--- config.mk ---
export PLATFORM = sky130hd
export DESIGN_NAME = fetch_unit
export DESIGN_NICKNAME = d
export VERILOG_FILES = /design/src/rtl/fetch_unit.sv
export SDC_FILE = /design/constraint.sdc
export NUM_CORES = 1
export LEC_CHECK = 0
export ABC_AREA = 1
export CELL_PAD_IN_SITES_DETAIL_PLACEMENT = 1
export CELL_PAD_IN_SITES_GLOBAL_PLACEMENT = 1
export CORE_MARGIN = 3
export CORE_UTILIZATION = 40
export CTS_CLUSTER_DIAMETER = 40
export DETAILED_ROUTE_END_ITERATION = 10
export HOLD_SLACK_MARGIN = 0.03
export PLACE_DENSITY_LB_ADDON = 0.12
export SLEW_MARGIN = 20
export SYNTH_ARGS = -nofsm -noshare
export SYNTH_HDL_FRONTEND = slang
export SYNTH_SLANG_ARGS = --single-unit
--- constraint.sdc ---
create_clock -name CLK -period 10.5 [get_ports CLK]
set_clock_uncertainty 0.1 [all_clocks]
set_input_delay 2.1 -clock CLK [delete_from_list [all_inputs] [get_ports CLK]]
set_output_delay 2.1 -clock CLK [all_outputs]
set_load 0.01 [all_outputs]
--- src/rtl/fetch_unit.sv ---
// Instruction fetch front end: issues word reads to instruction memory, buffers
// returned words with their PCs in a small prefetch FIFO, and flushes on redirect.
module fetch_unit #(
  parameter logic [31:0] RESET_PC = 32'h0000_0000,
  parameter int          QDEPTH   = 2
) (
  input  logic        CLK,
  input  logic        RST,
  output logic        IMEM_RDEN,
  output logic [13:0] IMEM_ADDR,
  input  logic [31:0] IMEM_DOUT,
  input  logic        REDIRECT,
  input  logic [31:0] REDIRECT_PC,
  input  logic        DEC_READY,
  output logic        FD_VALID,
  output logic [31:0] FD_INSTR,
  output logic [31:0] FD_PC
);

  localparam int PW = $clog2(QDEPTH);
  localparam int CW = $clog2(QDEPTH + 1);
  localparam logic [CW:0] DEPTH_W = (CW + 1)'(QDEPTH);

  // Handshake: the head word transfers to decode in any cycle where
  // FD_VALID && DEC_READY; FD_INSTR/FD_PC stay stable while FD_VALID && !DEC_READY.

  logic [31:0]   pc_q, pc_d;
  logic [31:0]   req_pc_q, req_pc_d;
  logic          inflight_q, inflight_d;
  logic [CW-1:0] count_q, count_d;
  logic [PW-1:0] rd_ptr_q, rd_ptr_d;
  logic [PW-1:0] wr_ptr_q, wr_ptr_d;
  logic [31:0]   fifo_instr_q [QDEPTH];
  logic [31:0]   fifo_instr_d [QDEPTH];
  logic [31:0]   fifo_pc_q    [QDEPTH];
  logic [31:0]   fifo_pc_d    [QDEPTH];

  logic          redir;
  logic          pop;
  logic          push;
  logic          issue;
  logic [31:0]   redir_base;
  logic [CW:0]   occupancy;

  // A redirect is ignored while reset is held so the outputs stay quiet.
  assign redir      = REDIRECT && RST;
  assign redir_base = REDIRECT_PC & 32'hFFFF_FFFC;

  assign FD_VALID  = (count_q != '0) && !redir;
  assign FD_INSTR  = fifo_instr_q[rd_ptr_q];
  assign FD_PC     = fifo_pc_q[rd_ptr_q];
  assign pop       = FD_VALID && DEC_READY;
  assign push      = inflight_q && !redir;

  // Slots already committed (buffered plus the outstanding response) after this pop.
  assign occupancy = {1'b0, count_q} + (CW + 1)'(inflight_q) - (CW + 1)'(pop);
  assign issue     = RST && (redir || (occupancy < DEPTH_W));

  assign IMEM_RDEN = issue;
  assign IMEM_ADDR = redir ? REDIRECT_PC[15:2] : pc_q[15:2];

  always_comb begin
    pc_d         = pc_q;
    req_pc_d     = req_pc_q;
    inflight_d   = issue;
    count_d      = count_q;
    rd_ptr_d     = rd_ptr_q;
    wr_ptr_d     = wr_ptr_q;
    fifo_instr_d = fifo_instr_q;
    fifo_pc_d    = fifo_pc_q;

    if (redir) begin
      pc_d     = redir_base + 32'd4;
      req_pc_d = redir_base;
      count_d  = '0;
      wr_ptr_d = rd_ptr_q;
    end else begin
      if (issue) begin
        pc_d     = pc_q + 32'd4;
        req_pc_d = pc_q;
      end
      if (push) begin
        fifo_instr_d[wr_ptr_q] = IMEM_DOUT;
        fifo_pc_d[wr_ptr_q]    = req_pc_q;
        wr_ptr_d               = wr_ptr_q + PW'(1);
      end
      if (pop) begin
        rd_ptr_d = rd_ptr_q + PW'(1);
      end
      count_d = count_q + CW'(push) - CW'(pop);
    end
  end

  always_ff @(posedge CLK or negedge RST) begin
    if (!RST) begin
      pc_q       <= RESET_PC;
      req_pc_q   <= '0;
      inflight_q <= 1'b0;
      count_q    <= '0;
      rd_ptr_q   <= '0;
      wr_ptr_q   <= '0;
      for (int i = 0; i < QDEPTH; i++) begin
        fifo_instr_q[i] <= '0;
        fifo_pc_q[i]    <= '0;
      end
    end else begin
      pc_q         <= pc_d;
      req_pc_q     <= req_pc_d;
      inflight_q   <= inflight_d;
      count_q      <= count_d;
      rd_ptr_q     <= rd_ptr_d;
      wr_ptr_q     <= wr_ptr_d;
      fifo_instr_q <= fifo_instr_d;
      fifo_pc_q    <= fifo_pc_d;
    end
  end

endmodule

==> flow_metrics.env, run 1 <==
export IMPL_timing_worst_slew_pin_value_ns=0.979
export IMPL_yosys_area_top_type_share_pct=50.4
export IMPL_worstPathArrival_ns=5.73
export IMPL_start_kind="input port"
export IMPL_postCtsResizedCells=0
export IMPL_ys_types=34
export IMPL_drt_pass1_iter_count=4
export IMPL_power_static_leakage_nw=5.48
export IMPL_ys_seq_area_share_pct=50.4
export IMPL_ioPinCount=148
export IMPL_switching_share_pct=39.7
export IMPL_layout_drive_gt1_share_pct=9.05
export IMPL_synth_cells=1195
export IMPL_report_final_slew_viol_count=0
export IMPL_synth_seq_cells=189
export IMPL_clockRootBuffer="clkbuf_16"
export IMPL_core_area_um2=22800
export IMPL_holdCritPathClass="reg -> reg"
export IMPL_min_period_ns=7.93
export IMPL_timing_final_crit_share_pct=75.5
export IMPL_drt_drc_violations_left=0
export IMPL_final_setup_worst_slack_ns=2.57
export IMPL_comb_power_share_pct=44.8
export IMPL_drt_initial_drc_count=411
export IMPL_diodes=0
export IMPL_total_switching_power_w=0.00131
export IMPL_cts_htree_levels=4
export IMPL_library_cell_with_the_largest_summed_area_after_synthesis="dfrtp_1"
export IMPL_floorplan_die_area_um2=25300
export IMPL_routed_wl_um=24400
export IMPL_antenna_found_initial=0
export IMPL_dieHeight_um=159
export IMPL_worst_setup_path_end_kind="output port"
export IMPL_run_status="complete, no violations"
export IMPL_setup_total_negative_slack_ns=0
export IMPL_finalCoreUtilization_pct=49.9
export IMPL_num_vias=7833
export IMPL_setup_worst_path_class="in -> out"
export IMPL_multi_input_area_um2=3850
export IMPL_setup_viol=0
export IMPL_internal_power_w=0.00199
export IMPL_clock_insertion_delay_at_the_later_pin_of_the_skew_report_ns=0.42
export IMPL_hold_viol_final=0
export IMPL_numClockSinks=189
export IMPL_power_frac_seq_pct=36.3
export IMPL_detailed_place_hpwl_um=16400
export IMPL_port_buffers=143
export IMPL_ir_drop_uv=134
export IMPL_achievable_frequency_mhz=126
export IMPL_critPathRequiredTime_ns=8.30
export IMPL_syn_avg_cell_area_um2=7.85
export IMPL_worst_slew_margin_rel_pct=34.7
export IMPL_clkTransAtPathRegs_ns=0.07
export IMPL_ant_nets=0
export IMPL_synth_area_um2=9380
export IMPL_globalRouteTotalUtil_pct=19.9
export IMPL_grt_pass1_wl_um=41700
export IMPL_ys_warn_count=0
export IMPL_seq_area_um2=4730
export IMPL_grt_ovfl_total=0
export IMPL_totalPowerFinal_w=0.00330
export IMPL_dp_worst_setup_slack_ns=2.56
export IMPL_gp_routability_congestion=0.816
export IMPL_floorplan_initialDensity_pct=41.1
export IMPL_chipWidth_um=159
export IMPL_tritoncts_clock_tree="built"
export IMPL_via_count_of_the_first_global_routing_pass=8220
export IMPL_clockPowerShare_pct=18.9
export IMPL_post_cts_hold_buffer_count=0
export IMPL_post_cts_setup_repair_bufs=0
export IMPL_clock_tree_buffer_depth=2
export IMPL_core_rowCount=55
export IMPL_tritoncts_num_buffers=17
export IMPL_cap_viol_max_count=0
export IMPL_fill_count=2816
export IMPL_cp_max_fo=37
export IMPL_grt_max_degree=125
export IMPL_power_density_nw_per_um2=289
export IMPL_setup_repair_after_global_routing_missed_its_margin="no"
export IMPL_syn_to_final_growth_pct=21.7
export IMPL_vias_per_std_cell=4.84
export IMPL_final_net_count=1364
export IMPL_synth_area_leaders="dfrtp_1, nand2_1, o21ai_0, inv_1, nand3_1"
export IMPL_drt_wirelength_per_cell_um=15.1
==> power by group through the flow <==
stage                     logic [W]  registers (W)  clock network, W
after floorplan            0.000914        0.00117                 0
after global placement      0.00146        0.00120                 0
after detailed placement    0.00150        0.00121                 0
after CTS                   0.00151        0.00120          0.000641
after global routing        0.00168        0.00124          0.000672
final                       0.00148        0.00120          0.000622
==> path summary, 6_finish.rpt <==
kind	to	cells after the start	startpoint	slack (ns)
max in group asynchronous	fifo_instr_q[1]$_DFFE_PN0P_	3	RST	6.90
min	fifo_pc_q[6]$_DFFE_PN0P_	2	fifo_pc_q[6]$_DFFE_PN0P_	0.38
max	IMEM_RDEN	13	REDIRECT	2.57
max reg2reg	pc_q[22]$_DFFE_PN0P_	15	count_q[1]$_DFF_PN0_	6.59
min reg2reg	fifo_pc_q[6]$_DFFE_PN0P_	2	fifo_pc_q[6]$_DFFE_PN0P_	0.38
min in group asynchronous	pc_q[24]$_DFFE_PN0P_	1	RST	1.42
==> metal layers <==
metal	share of wire [%]	global-route usage (%)
met5	0	0
met2	47	33.9
met1	48	26.9
met3	3.5	3.20
met4	1.1	4.66
==> worst max-delay path, cell delays in order <==
cell             delay (ns)
clkdlybuf4s50_1        0.45
buf_4                  0.36
nand2_4                0.39
inv_1                  0.24
a21oi_1                0.08
nand2_1                0.11
inv_1                  0.09
ha_1                   0.28
or2_2                  0.30
fa_1                   0.49
nand4_1                0.09
nand2_1                0.17
clkdlybuf4s50_1        0.57
==> per-stage QoR <==
step	instance area, µm²	hold slack [ns]	std cells
global placement	10800	0.365	1585
CTS	11400	0.389	1617
global route	11400	0.411	1617
detailed placement	10800	0.367	1585
finish	11400	0.385	1617
floorplan	9380	0.342	1196
==> sequential cells by signal, summed over array words and instances (netlist names) <==
signal,flops
fifo_instr_q,64
fifo_pc_q,60
pc_q,30
req_pc_q,30
count_q,2
inflight_q,1
rd_ptr_q,1
wr_ptr_q,1
==> synth_stat cells (all sizes together) <==
master / number
nand2: 498
dfrtp: 189
o21ai: 150
inv: 98
nand3: 70
nor2: 65
buf: 50
clkbuf: 27
a21oi: 17
o211ai: 6
o21bai: 6
ha: 4
nand4: 3
xor2: 3
and2: 2
o21a: 2
or2: 2
conb: 1
fa: 1
xnor2: 1
==> cell families after synthesis <==
group / Yosys count / synth area share [%]
buf+inv: 175 / 8.70
simple gates: 640 / 29.6
fa+ha+maj: 5 / 0.747
compound gates: 181 / 10.1
xor+xnor: 4 / 0.374
other cells: 1 / 0.0400
flops: 189 / 50.4
==> cell usage in the layout (no fill, tap or decap), drive strengths merged <==
cell             n
nor2            65
xnor2            1
dfrtp          189
clkdlybuf4s50  142
o211ai           6
xor2             3
o21bai           6
a21oi           17
or2              2
buf             11
and2             2
clkinvlp         2
clkinv           4
fa               1
o21ai          150
conb             2
nand4            3
bufinv           1
nand2          498
clkbuf          21
ha               4
nand3           70
o21a             2
inv            102
==> final cells by class <==
class                   instances  share of cell area [%]
flip-flops and latches        189                    41.5
multi-input cells             832                    33.7
repair buffers                153                    13.3
clock buffers                  21                    3.95
well taps                     313                    3.43
inverters                      98                    3.22
clock inverters                11                   0.943
No activity file was read; power rests on OpenSTA's default activity.
==> inputs of run 2 (changes only) <==
==> constraint.sdc (replaced) <==
create_clock -name CLK -period 8 [get_ports CLK]
set_clock_uncertainty 0.1 [all_clocks]
set_input_delay 1.6 -clock CLK [delete_from_list [all_inputs] [get_ports CLK]]
set_output_delay 1.6 -clock CLK [all_outputs]
set_load 0.01 [all_outputs]
==> flow_metrics.env, run 2 (synthesis gave the netlist of run 1 again) <==
export IMPL_run_status="complete, no violations"
export IMPL_drt_wirelength_per_cell_um=15.1
export IMPL_holdCritPathClass="reg -> reg"
export IMPL_floorplan_die_area_um2=25300
export IMPL_layout_cells_most_common="nand2_1"
export IMPL_cp_cell_sequence="clkdlybuf4s50_1 > nand2_4 > inv_1 > a21oi_1 > nand2_1 > inv_1 > ha_1 > or2_2 > fa_1 > nand4_1 > nand2_1 > clkdlybuf4s50_1"
export IMPL_grt_ovfl_total=0
export IMPL_power_static_leakage_nw=5.51
export IMPL_hold_viol_final=0
export IMPL_cap_viol_max_count=0
export IMPL_ioPinCount=148
export IMPL_cp_max_fo=37
export IMPL_finalCoreUtilization_pct=50.2
export IMPL_dpl_cell_count=1585
export IMPL_cp_slowest_cell="clkdlybuf4s50_1"
export IMPL_final_cell_mix="nand2_1, dfrtp_1, o21ai_0"
export IMPL_antenna_found_initial=0
export IMPL_grt_max_degree=125
export IMPL_numClockSinks=189
export IMPL_dieHeight_um=159
export IMPL_num_vias=7786
export IMPL_vias_per_std_cell=4.82
export IMPL_worst_slew_margin_rel_pct=40.7
export IMPL_postCtsResizedCells=0
export IMPL_setup_total_negative_slack_ns=0
export IMPL_drt_pass1_iter_count=4
export IMPL_post_cts_setup_repair_bufs=0
export IMPL_worstReg2RegStart="count_q[1]$_DFF_PN0_"
export IMPL_detailed_place_hpwl_um=16300
export IMPL_power_density_nw_per_um2=383
export IMPL_report_final_slew_viol_count=0
export IMPL_min_period_ns=6.62
export IMPL_setup_worst_path_class="in -> out"
export IMPL_grt_pass1_wl_um=41200
export IMPL_drt_drc_violations_left=0
export IMPL_critPathMaxStageDelay_ns=0.56
export IMPL_final_cell_count_no_fill=1617
export IMPL_start_kind="input port"
export IMPL_post_cts_hold_buffer_count=0
export IMPL_floorplan_initialDensity_pct=41.1
export IMPL_regToRegSetupSlack_ns=4.05
export IMPL_ir_drop_uv=179
export IMPL_timing_worst_slew_pin_value_ns=0.889
export IMPL_tritoncts_num_buffers=17
export IMPL_cts_htree_levels=4
export IMPL_startpoint="REDIRECT"
export IMPL_dp_worst_setup_slack_ns=1.36
export IMPL_port_buffers=143
export IMPL_via_count_of_the_first_global_routing_pass=8071
export IMPL_core_rowCount=55
export IMPL_timing_final_crit_share_pct=82.8
export IMPL_clkTransAtPathRegs_ns=0.08
export IMPL_timing_reg2reg_worst_path_depth=15
export IMPL_regMostFlops="fifo_instr_q"
export IMPL_drt_initial_drc_count=423
export IMPL_gp_routability_congestion=0.807
export IMPL_reg_top3="fifo_instr_q (64), fifo_pc_q (60)"
export IMPL_final_net_count=1364
export IMPL_achievable_frequency_mhz=151
export IMPL_tritoncts_clock_tree="built"
export IMPL_clock_insertion_delay_at_the_later_pin_of_the_skew_report_ns=0.43
export IMPL_worstReg2RegEnd="pc_q[16]$_DFFE_PN0P_"
export IMPL_setup_repair_after_global_routing_missed_its_margin="no"
export IMPL_clock_tree_buffer_depth=2
export IMPL_syn_to_final_growth_pct=22.2
export IMPL_worst_setup_path_end_kind="output port"
export IMPL_finalHoldWorstSlack_ns=0.385
export IMPL_critPathRequiredTime_ns=6.30
export IMPL_timing_critical_path_to="IMEM_RDEN"
export IMPL_final_setup_worst_slack_ns=1.38
export IMPL_core_area_um2=22800
export IMPL_ant_nets=0
export IMPL_clockRootBuffer="clkbuf_16"
export IMPL_diodes=0
export IMPL_globalRouteTotalUtil_pct=19.8
export IMPL_setup_viol=0
export IMPL_largest_register_ffs=64
export IMPL_layout_drive_gt1_share_pct=9.28
export IMPL_worstPathArrival_ns=4.92
export IMPL_routed_wl_um=24400
export IMPL_chipWidth_um=159
==> run 2: changes by cell type in the layout (fill, tap and decap cells not counted), sizes merged <==
cell	before	now
bufinv	1	2
inv	102	105
clkinv	4	5
clkinvlp	2	0
clkbuf	21	18
==> run 2: metal layers <==
metal	vias up	wire length (µm)	GRT usage [%]
li1	3911	-	-
met1	3731	12100	27.7
met2	123	11300	32.3
met3	21	769	3.04
met4	0	291	5.05
met5	-	0	0
==> run 2: worst min-delay path by stage <==
stage	start	depth (start not counted)	endpoint
global route	fifo_pc_q[50]$_DFFE_PN0P_	2	fifo_pc_q[50]$_DFFE_PN0P_
detailed placement	pc_q[3]$_DFFE_PN0P_	2	pc_q[3]$_DFFE_PN0P_
finish	pc_q[3]$_DFFE_PN0P_	2	pc_q[3]$_DFFE_PN0P_
CTS	pc_q[3]$_DFFE_PN0P_	2	pc_q[3]$_DFFE_PN0P_
global placement	pc_q[3]$_DFFE_PN0P_	2	pc_q[3]$_DFFE_PN0P_
floorplan	pc_q[3]$_DFFE_PN0P_	2	pc_q[3]$_DFFE_PN0P_
==> run 2: final cells by class <==
type                            instances  area [µm²]
Clock buffer                           18         439
Multi-Input combinational cell        832        3850
Timing Repair Buffer                  153        1520
Inverter                               98         368
Fill cell                            2815       11400
Clock inverter                         14         171
Sequential cell                       189        4730
Tap cell                              313         392
==> run 2: worst max-delay path, delay by kind of cell <==
kind | cells | cell delay (ns)
compound gates | 1 | 0.21
fa+ha+maj | 2 | 0.72
buf+inv | 4 | 1.30
simple gates | 5 | 1.07
==> run 2: per-stage QoR <==
stage | total power, W | cell area [µm²]
floorplan | 0.00274 | 9380
global placement | 0.00349 | 10800
detailed placement | 0.00356 | 10800
CTS | 0.00447 | 11500
global route | 0.00477 | 11500
finish | 0.00439 | 11500
==> run 2: power breakdown <==
part | switching [W] | leakage (nW) | internal (W)
clock network | 0.000400 | 0.303 | 0.000483
registers | 0.000206 | 2.40 | 0.00137
logic | 0.00114 | 2.81 | 0.000793
